<file path="src/rtl/hazard_forward_unit.sv">
`default_nettype none
// ============================================================================
// Module      : hazard_forward_unit
// Description : EX/MEM/WB slot tracker producing load-use stall, EX bubble
//               insertion and EX operand forwarding selects.
// Revision    : 1.0 - initial release
// ============================================================================
module hazard_forward_unit (
    input  logic        clk,
    input  logic        rst_n,
    input  logic [15:0] id_instr,
    input  logic        id_valid,
    input  logic [3:0]  id_rs,
    input  logic [3:0]  id_rt,
    input  logic [3:0]  id_rd,
    input  logic        id_use_rs,
    input  logic        id_use_rt,
    input  logic        id_regwrite,
    input  logic        id_memread,
    input  logic        flush,
    output logic [15:0] ex_instr,
    output logic        ex_valid,
    output logic [2:0]  ForwardA,
    output logic [2:0]  ForwardB,
    output logic        stall
);

    localparam logic [15:0] c_BUBBLE_INSTR = 16'h0000;
    localparam logic [3:0]  c_REG_ZERO     = 4'd0;

    logic [15:0] r_ex_instr_q,    w_ex_instr_d;
    logic [3:0]  r_ex_rs_q,       w_ex_rs_d;
    logic [3:0]  r_ex_rt_q,       w_ex_rt_d;
    logic [3:0]  r_ex_rd_q,       w_ex_rd_d;
    logic        r_ex_use_rs_q,   w_ex_use_rs_d;
    logic        r_ex_use_rt_q,   w_ex_use_rt_d;
    logic        r_ex_regwrite_q, w_ex_regwrite_d;
    logic        r_ex_memread_q,  w_ex_memread_d;
    logic        r_ex_valid_q,    w_ex_valid_d;
    logic [3:0]  r_mem_rd_q;
    logic        r_mem_regwrite_q;
    logic        r_mem_valid_q;
    logic [3:0]  r_wb_rd_q;
    logic        r_wb_regwrite_q;
    logic        r_wb_valid_q;

    logic w_load_use;
    logic w_mem_wr;
    logic w_wb_wr;
    logic w_fa_mem, w_fa_wb;
    logic w_fb_mem, w_fb_wb;

    always_comb begin
        w_load_use = id_valid & r_ex_valid_q & r_ex_memread_q
                   & (r_ex_rd_q != c_REG_ZERO)
                   & ((id_use_rs & (id_rs == r_ex_rd_q))
                    | (id_use_rt & (id_rt == r_ex_rd_q)));

        // Bubble by default; a real instruction enters only when neither flushed nor held.
        w_ex_instr_d    = c_BUBBLE_INSTR;
        w_ex_rs_d       = c_REG_ZERO;
        w_ex_rt_d       = c_REG_ZERO;
        w_ex_rd_d       = c_REG_ZERO;
        w_ex_use_rs_d   = 1'b0;
        w_ex_use_rt_d   = 1'b0;
        w_ex_regwrite_d = 1'b0;
        w_ex_memread_d  = 1'b0;
        w_ex_valid_d    = 1'b0;
        if (!(flush || w_load_use)) begin
            w_ex_instr_d    = id_instr;
            w_ex_rs_d       = id_rs;
            w_ex_rt_d       = id_rt;
            w_ex_rd_d       = id_rd;
            w_ex_use_rs_d   = id_use_rs;
            w_ex_use_rt_d   = id_use_rt;
            w_ex_regwrite_d = id_regwrite & id_valid;
            w_ex_memread_d  = id_memread & id_valid;
            w_ex_valid_d    = id_valid;
        end
    end

    always_ff @(posedge clk or negedge rst_n) begin
        if (!rst_n) begin
            r_ex_instr_q     <= c_BUBBLE_INSTR;
            r_ex_rs_q        <= c_REG_ZERO;
            r_ex_rt_q        <= c_REG_ZERO;
            r_ex_rd_q        <= c_REG_ZERO;
            r_ex_use_rs_q    <= 1'b0;
            r_ex_use_rt_q    <= 1'b0;
            r_ex_regwrite_q  <= 1'b0;
            r_ex_memread_q   <= 1'b0;
            r_ex_valid_q     <= 1'b0;
            r_mem_rd_q       <= c_REG_ZERO;
            r_mem_regwrite_q <= 1'b0;
            r_mem_valid_q    <= 1'b0;
            r_wb_rd_q        <= c_REG_ZERO;
            r_wb_regwrite_q  <= 1'b0;
            r_wb_valid_q     <= 1'b0;
        end else begin
            r_ex_instr_q     <= w_ex_instr_d;
            r_ex_rs_q        <= w_ex_rs_d;
            r_ex_rt_q        <= w_ex_rt_d;
            r_ex_rd_q        <= w_ex_rd_d;
            r_ex_use_rs_q    <= w_ex_use_rs_d;
            r_ex_use_rt_q    <= w_ex_use_rt_d;
            r_ex_regwrite_q  <= w_ex_regwrite_d;
            r_ex_memread_q   <= w_ex_memread_d;
            r_ex_valid_q     <= w_ex_valid_d;
            r_mem_rd_q       <= r_ex_rd_q;
            r_mem_regwrite_q <= r_ex_regwrite_q;
            r_mem_valid_q    <= r_ex_valid_q;
            r_wb_rd_q        <= r_mem_rd_q;
            r_wb_regwrite_q  <= r_mem_regwrite_q;
            r_wb_valid_q     <= r_mem_valid_q;
        end
    end

    // A producer qualifies only if it is live, writes, and targets a non-zero register.
    always_comb begin
        w_mem_wr = r_mem_valid_q & r_mem_regwrite_q & (r_mem_rd_q != c_REG_ZERO);
        w_wb_wr  = r_wb_valid_q & r_wb_regwrite_q & (r_wb_rd_q != c_REG_ZERO);
        w_fa_mem = r_ex_valid_q & r_ex_use_rs_q & w_mem_wr & (r_mem_rd_q == r_ex_rs_q);
        w_fa_wb  = r_ex_valid_q & r_ex_use_rs_q & w_wb_wr & (r_wb_rd_q == r_ex_rs_q) & ~w_fa_mem;
        w_fb_mem = r_ex_valid_q & r_ex_use_rt_q & w_mem_wr & (r_mem_rd_q == r_ex_rt_q);
        w_fb_wb  = r_ex_valid_q & r_ex_use_rt_q & w_wb_wr & (r_wb_rd_q == r_ex_rt_q) & ~w_fb_mem;
    end

    assign ForwardA = {1'b0, w_fa_mem, w_fa_wb};
    assign ForwardB = {1'b0, w_fb_mem, w_fb_wb};
    assign stall    = w_load_use & ~flush;
    assign ex_instr = r_ex_instr_q;
    assign ex_valid = r_ex_valid_q;

endmodule
`default_nettype wire
</file>
<file path="config.mk">
export PLATFORM = sky130hd
export DESIGN_NAME = hazard_forward_unit
export DESIGN_NICKNAME = d
export VERILOG_FILES = /design/src/rtl/hazard_forward_unit.sv
export SDC_FILE = /design/constraint.sdc
export NUM_CORES = 1
export LEC_CHECK = 0
export BUFFER_PORTS_ARGS = -buffer_cell sky130_fd_sc_hd__buf_4
export CORE_ASPECT_RATIO = 0.9
export CORE_MARGIN = 4
export CORE_UTILIZATION = 50
export CTS_CLUSTER_DIAMETER = 100
export DETAILED_ROUTE_END_ITERATION = 10
export GPL_ROUTABILITY_DRIVEN = 0
export GPL_TIMING_DRIVEN = 1
export PLACE_DENSITY = 0.85
export SYNTH_ARGS = -nofsm -noshare
export SYNTH_HDL_FRONTEND = slang
export SYNTH_SLANG_ARGS = --single-unit
</file>
<file path="constraint.sdc">
create_clock -name clk -period 1.8 [get_ports clk]
set_input_delay 0.18 -clock clk [delete_from_list [all_inputs] [get_ports clk]]
set_output_delay 0.18 -clock clk [all_outputs]
set_load 0.02 [all_outputs]
</file>
==> results.txt, run 1 <==
----------------------------------------------------
[Die]
  Num rows ... 22
  Core Region ... around 4100 um^2
  Initial core utilization ... 0.5244
  Width of the chip ... between 70 and 80 um
  Number of placed I/O pins ... 60
  Die boundary height ... between 70 and 80 um
  Total die area ... about 5400 um^2

[Yosys]
  Mean instance size in the synthesized netlist ... approximately 15 um^2
  Library cell occupying the most area in the post-synthesis netlist ... sky130_fd_sc_hd__dfrtp_1
  Number of enable-type register cells in the synthesized netlist ... 0
  Cell area after technology mapping ... between 2000 and 2500 um^2
  Share of the yosys chip area belonging to registers ... 0.5236
  Main area contributors after synthesis ... sky130_fd_sc_hd__dfrtp_1, sky130_fd_sc_hd__nor4b_2, sky130_fd_sc_hd__xnor2_1
  Count of unique library cells instantiated by Yosys ... 23
  Syn Inst Count ... 146
  Area share of the largest cell type after synthesis ... 0.5236
  Warning count from the yosys run ... 0
  Most used DFF post-synth ... sky130_fd_sc_hd__dfrtp_1
  Yosys reg bits ... 45
  Share of synthesized registers carrying an async set or reset ... 1.000

[Power]
  Static leakage ... 0.001285 uW
  Pwr Density ... a little over 700 nW/um^2
  Worst vdd ir ... between 500 and 600 uV

[Routing]
  Routed length per placed instance ... 17.60 um
  Number of iterations in the first detailed-routing pass ... 4
  Wire length reported by the detailed router ... ~4.5 mm
  DR iter-0 viols ... 65
  Number of nets with antenna violations after detailed routing ... 0
  DRC violation count after routing ... 0
  Via count ... around 1.4k
  Via-to-Cell Ratio ... roughly 5.3

[Clock tree]
  Max Buffers Root-to-Sink ... 2
  Sinks on Clock Net ... 45
  Worst skew pair latency ... roughly 290 ps
  Clock slew at reported path FFs ... around 80 ps
  CTS tree ... built
  Number of buffers created by CTS ... 5
  CTS H-Tree Depth ... 2
  Root Buffer ... sky130_fd_sc_hd__clkbuf_8

[STA]
  Number of pins with negative max-slew slack in the final report ... 0
  Setup violation total in the final timing report ... 3
  Post-route setup slack ... -156.2 ps
  Worst hold slack ... 135.5 ps
  Setup repair after global routing missed its margin ... true
  Max Clock Skew ... 4.523 ps
  Final critical delay including setup and external delays ... between 1500 and 2000 ps
  Measured slew at the worst slew-check pin ... slightly above 600 ps
  Headroom to the max-slew limit ... 0.5851
  Maximum clock rate ... just over 500 MHz
  Final count of hold timing violations ... 0
  Final clock period utilization by the worst path ... 1.087

[Layout]
  Post-layout nets ... 245
  Syn-to-layout area delta ... 31.18%
  Number of antenna diodes ... 0
  Post-layout instance count excluding filler cells ... between 200 and 300
  Fraction of layout cells with a size suffix above 1 ... 0.5762

[Global route]
  Pin count of the biggest net entering global routing ... 46
  Remaining Overflow, GRT ... 0
  GRT Overall Usage ... 0.1721
  Number of global-route vias before repair ... about 1.5k
  Antenna violations before repair ... 0
  First-pass GRT wire length ... about 7.4 mm

[Critical path]
  Type of destination of the critical path ... output port
  Slowest cell on the critical path ... sky130_fd_sc_hd__or4_4
  Kind of critical path ... reg -> out
  Delay of the slowest cell on the worst path ... between 500 and 600 ps
  Startpoint type of the worst setup path ... flip-flop
  Maximum fanout along the worst path ... 2
  WP data arrival ... roughly 1800 ps
  Critical-path cell list ... or4_4 > nand3_2 > nor4_2 > nor4b_2 > buf_4
  Worst R2R Setup Slack ... 90 ps
  Data required, critical path ... around 1600 ps

[Hold path]
  Worst min path class ... in -> reg

[Status]
  Failing checks ... setup timing
  Outcome ... finished, violations left

[Placement]
  Placed instance count ... approximately 240
  HPWL reported at the end of detailed placement ... between 3 and 4 mm
  Port Buf Inserts ... 57

[Run]
  Number of violations of the max-capacitance limit ... 0

----------------------------------------------------
==> cells in the final DEF (no fill, tap or decap), drive strengths merged <==
cell type and count:
nor3 3, nor4b 32, nand3 8, and4 2, or4 2, clkinv 2, xor2 11, buf 72
nand2 3, dlygate4sd3 1, o21ba 1, nor4 6, nor2 1, dfrtp 45, clkbuf 6, xnor2 13
conb 2
==> cells in the mapped netlist (3+ instances only) <==
cell type and count:
sky130_fd_sc_hd__nand2_1 3, sky130_fd_sc_hd__nor4b_1 4, sky130_fd_sc_hd__dfrtp_1 45, sky130_fd_sc_hd__xor2_1 11, sky130_fd_sc_hd__buf_4 9, sky130_fd_sc_hd__nor4_1 3, sky130_fd_sc_hd__nor4b_2 26, sky130_fd_sc_hd__nand3_1 8
sky130_fd_sc_hd__clkbuf_1 3, sky130_fd_sc_hd__nor3_1 3, sky130_fd_sc_hd__xnor2_1 13
==> worst max-delay path: cells and delay by family, from the launching register on <==
kind	cells	cell delay, ps
buffers and inverters	1	180
AND/OR/NAND/NOR	4	930
flip-flops	1	390
==> cells by family (layout without fill, tap and decap cells) <==
family	Yosys count	after routing	synth area share
other	1	2	0.001744
XOR/XNOR	24	24	0.09773
flip-flops	45	45	0.5236
AO/OA/AOI/OAI	1	1	0.004654
buffers and inverters	18	81	0.07446
AND/OR/NAND/NOR	57	57	0.2978
==> where the power goes <==
group,leakage (uW),internal [uW],switching (uW)
logic,0.000660,175,136
clock network,0.0000450,269,327
registers,0.000580,1060,37.9
total,0.00128,1500,501
==> sequential cells by signal (all words and copies together), names as in the netlist <==
signal,flops
ex_instr,16
r_ex_rd_q,4
r_ex_rs_q,4
r_ex_rt_q,4
r_mem_rd_q,4
r_wb_rd_q,4
ex_valid,1
r_ex_memread_q,1
r_ex_regwrite_q,1
r_ex_use_rs_q,1
r_ex_use_rt_q,1
r_mem_regwrite_q,1
r_mem_valid_q,1
r_wb_regwrite_q,1
r_wb_valid_q,1
==> worst paths after layout <==
| check | start | endpoint | cells after the start |
|---|---|---|---|
| worst min register to register | r_ex_regwrite_q$_DFF_PN0_ | r_mem_regwrite_q$_DFF_PN0_ | 0 |
| worst min-delay path | id_memread | r_ex_memread_q$_DFF_PN0_ | 3 |
| worst max register to register | r_ex_rd_q[2]$_DFF_PN0_ | r_ex_use_rt_q$_DFF_PN0_ | 7 |
| max in group asynchronous | rst_n | r_ex_rd_q[2]$_DFF_PN0_ | 2 |
| worst max-delay path | r_mem_rd_q[0]$_DFF_PN0_ | ForwardB[0] | 5 |
| min in group asynchronous | rst_n | ex_instr[0]$_DFF_PN0_ | 2 |
==> through the flow <==
step / setup slack [ps] / utilization / instance area, um^2 / TNS (ps) / total power [uW]
2_1_floorplan: 121.8 / - / 2155 / 0 / 1262
3_3_place_gp: 95.42 / 0.6254 / 2565 / 0 / 1390
3_5_place_dp: 39.62 / 0.6254 / 2565 / 0 / 1401
4_1_cts: -172.5 / 0.6623 / 2716 / -355.2 / 1999
5_1_grt: -261.2 / 0.6879 / 2821 / -729.3 / 2087
6_report: -156.2 / 0.6879 / 2821 / -241.8 / 2006
==> final cells by class <==
class | count | area, um^2
clock inverter | 2 | 10.01
clock buffer | 6 | 72.57
timing repair buffer | 73 | 574.3
tap | 48 | 60.06
sequential | 45 | 1129
fill | 282 | 1280
multi-input combinational | 84 | 975.9
==> timing repair <==
| item | CTS | global route |
|---|---|---|
| endpoints found under the hold margin | 45 | 0 |
| hold buffers | 1 | 0 |
| pin swaps | 7 | 5 |
| gates resized for setup | 9 | 12 |
| setup buffers | 3 | 3 |
| endpoints found under the setup margin | 4 | 14 |
==> metal layers <==
metal / GRT usage / share of wire / vias to the layer above
met1: 0.2084 / 0.41 / 676
met2: 0.2924 / 0.52 / 37
li1: - / - / 644
met3: 0.05026 / 0.045 / 11
met4: 0.05929 / 0.024 / 0
met5: 0 / 0 / -
Power figures use the tool's default switching activity.
==> run 2: changes to the inputs <==
==> config.mk (replaced) <==
export PLATFORM = sky130hd
export DESIGN_NAME = hazard_forward_unit
export DESIGN_NICKNAME = d
export VERILOG_FILES = /design/src/rtl/hazard_forward_unit.sv
export SDC_FILE = /design/constraint.sdc
export NUM_CORES = 1
export LEC_CHECK = 0
export CORE_ASPECT_RATIO = 0.9
export CORE_MARGIN = 4
export CORE_UTILIZATION = 50
export CTS_CLUSTER_DIAMETER = 100
export DETAILED_ROUTE_END_ITERATION = 10
export DONT_BUFFER_PORTS = 1
export GPL_ROUTABILITY_DRIVEN = 0
export GPL_TIMING_DRIVEN = 1
export PLACE_DENSITY = 0.73
export SYNTH_ARGS = -nofsm -noshare
export SYNTH_HDL_FRONTEND = slang
export SYNTH_SLANG_ARGS = --single-unit
==> run 2 against run 1 <==
Combinational power shrank 36%. Critical endpoint unchanged. Non-clock buffer count down 51. Hold slack lost 130 ps. Global-route usage down 1.1 points. Fmax is 1.7% lower. Die area unchanged. The flow still finishes with violations (setup timing). Count of clock-buffer cells in the layout rose by 1. Clock power grew 30%.
==> results.txt, run 2 (same netlist as run 1, synthesis figures left out) <==
----------------------------------------------------
[Global route]
  First-pass GRT wire length ... approximately 6.7 mm
  Remaining Overflow, GRT ... 0
  Antenna violations before repair ... 0
  GRT Overall Usage ... 0.1613
  Pin count of the biggest net entering global routing ... 46
  Number of global-route vias before repair ... ~1.3k

[Layout]
  Syn-to-layout area delta ... 14.83%
  Number of antenna diodes ... 0
  Number of fill cells in the layout ... around 310
  Fraction of layout cells with a size suffix above 1 ... 0.4465
  Post-layout nets ... approximately 190
  Final core utilization ... 0.6022
  Most common library cell in the layout ignoring fill and taps ... sky130_fd_sc_hd__dfrtp_1
  Most frequent cells in the layout ... sky130_fd_sc_hd__dfrtp_1, sky130_fd_sc_hd__nor4b_2, sky130_fd_sc_hd__buf_4
  Max reg flops ... 16
  Area of all placed cells without fillers ... approximately 2500 um^2

[Clock tree]
  CTS tree ... built
  Worst skew pair latency ... 290 ps
  Clock slew at reported path FFs ... roughly 80 ps
  Sinks on Clock Net ... between 40 and 50
  Number of buffers created by CTS ... 5
  Root Buffer ... sky130_fd_sc_hd__clkbuf_8
  Max Buffers Root-to-Sink ... 2
  CTS H-Tree Depth ... 2

[Die]
  Total die area ... 5416 um^2
  Initial core utilization ... 0.5244
  Core Region ... 4101 um^2
  Width of the chip ... roughly 77 um
  Number of placed I/O pins ... 60
  Die boundary height ... 70.22 um
  Num rows ... 22

[Power]
  Fraction of power spent switching nets ... 0.2266
  Net switching power figure ... approximately 480 uW
  Clock network fraction of design power ... 0.369
  Pwr Density ... 849.7 nW/um^2
  Flop pwr share ... 0.536
  Internal power summed over all cells ... between 1500 and 2000 uW
  Power share of the combinational group ... 0.094
  Static leakage ... 0.001040 uW
  Worst vdd ir ... 453.2 uV

[Placement]
  Place WS ... approximately 100 ps
  HPWL reported at the end of detailed placement ... ~2.9 mm
  Instance area at placement ... between 2000 and 2500 um^2
  Port Buf Inserts ... 0

[STA]
  Final count of hold timing violations ... 0
  Final critical delay including setup and external delays ... approximately 2000 ps
  Final clock period utilization by the worst path ... 1.106
  Post-route setup slack ... -190.7 ps
  Setup violation total in the final timing report ... 3
  Number of pins with negative max-slew slack in the final report ... 0
  Max Clock Skew ... between 5 and 6 ps
  Setup repair after global routing missed its margin ... true
  Maximum clock rate ... roughly 500 MHz

[Routing]
  Via count ... around 1.2k
  Routed length per placed instance ... 19.89 um
  Wire length reported by the detailed router ... roughly 4.1 mm
  Via-to-Cell Ratio ... around 5.7
  DRC violation count after routing ... 0
  Number of nets with antenna violations after detailed routing ... 0
  DR iter-0 viols ... 65
  Number of iterations in the first detailed-routing pass ... 4

[Critical path]
  Kind of critical path ... reg -> out
  WP data arrival ... roughly 1800 ps
  Maximum fanout along the worst path ... 2
  Worst R2R Setup Slack ... ~60 ps
  Startpoint type of the worst setup path ... flip-flop
  Data required, critical path ... about 1600 ps
  Depth of the most critical reg-to-reg path ... 6
  Capture point of the worst reg-to-reg path ... ex_instr[15]$_DFF_PN0_
  Startpoint of the lowest-slack register-to-register path ... r_ex_rd_q[0]$_DFF_PN0_
  Type of destination of the critical path ... output port

[Hold path]
  Hold path startpoint ... id_valid
  Worst hold path cell count ... 2
  End of the worst hold path ... r_ex_memread_q$_DFF_PN0_
  Worst min path class ... in -> reg

[Status]
  Outcome ... finished, violations left
  Failing checks ... setup timing

[Run]
  Number of violations of the max-capacitance limit ... 0

----------------------------------------------------
## run 2: cell types whose count changed in the layout (fill, tap and decap cells not counted), moves of 2 or more
cell / before / now
sky130_fd_sc_hd__buf_4: 68 / 16
sky130_fd_sc_hd__nor4b_4: 9 / 5
sky130_fd_sc_hd__nor4b_2: 20 / 23
sky130_fd_sc_hd__buf_12: 1 / 3
sky130_fd_sc_hd__buf_6: 3 / 1
sky130_fd_sc_hd__clkinv_2: 2 / 0
sky130_fd_sc_hd__nor3_1: 3 / 1
sky130_fd_sc_hd__nor3_2: 0 / 2
## run 2: how the worst max path moves through the flow
stage / start / to / slack (ps) / depth (start not counted)
floorplan: r_mem_rd_q[0]$_DFF_PN0_ / ForwardA[0] / 120 / 5
global placement: r_mem_rd_q[0]$_DFF_PN0_ / ForwardA[0] / 110 / 5
detailed placement: r_mem_rd_q[0]$_DFF_PN0_ / ForwardA[0] / 100 / 5
CTS: r_mem_rd_q[0]$_DFF_PN0_ / ForwardB[0] / -210 / 5
global route: r_mem_rd_q[0]$_DFF_PN0_ / ForwardB[0] / -280 / 5
finish: r_mem_rd_q[0]$_DFF_PN0_ / ForwardB[0] / -190 / 5
## run 2: final cells by class
cell class                 count  area, um^2  share of cell area
multi-input combinational     84       953.4              0.3860
timing repair buffer          22       211.5             0.08561
clock buffer                   7       86.33             0.03495
tap                           48       60.06             0.02432
clock inverter                 1       30.03             0.01216
sequential                    45        1129              0.4569
## run 2: power by group through the flow
stage	registers [uW]	logic, uW	clock network (uW)
floorplan	1140	126	0
global placement	1140	127	0
detailed placement	1140	131	0
CTS	1130	186	791
global route	1130	217	834
finish	1130	198	775
## run 2: through the flow
step	setup TNS [ps]	power (uW)	instances	hold slack, ps
floorplan	0	1262	147	-115.6
detailed placement	0	1275	191	-114.3
global route	-765.1	2183	207	15.13
finish	-348.2	2099	207	8.798
global placement	0	1270	191	-114.5
CTS	-343.0	2102	203	5.487
## run 2: routing by layer
layer	vias to the layer above	track usage	part of all wire
met5	-	0	0
li1	538	-	-
met2	34	0.2704	0.54
met1	597	0.1831	0.38
met3	7	0.06830	0.060
met4	0	0.05929	0.017
## run 2: repair_timing
action / in CTS / in global routing
setup buffers: 1 / 3
pin swaps: 5 / 5
hold endpoints to repair: 78 / 1
hold buffers: 3 / 1
setup endpoints to repair: 4 / 10
gates resized for setup: 8 / 9
## run 2: worst max-delay path, cell delays in order, from the launching register on
cell	delay (ps)
sky130_fd_sc_hd__dfrtp_1	380
sky130_fd_sc_hd__or4_4	530
sky130_fd_sc_hd__nand3_2	90
sky130_fd_sc_hd__nor4_2	60
sky130_fd_sc_hd__nor4b_2	260
sky130_fd_sc_hd__buf_4	180
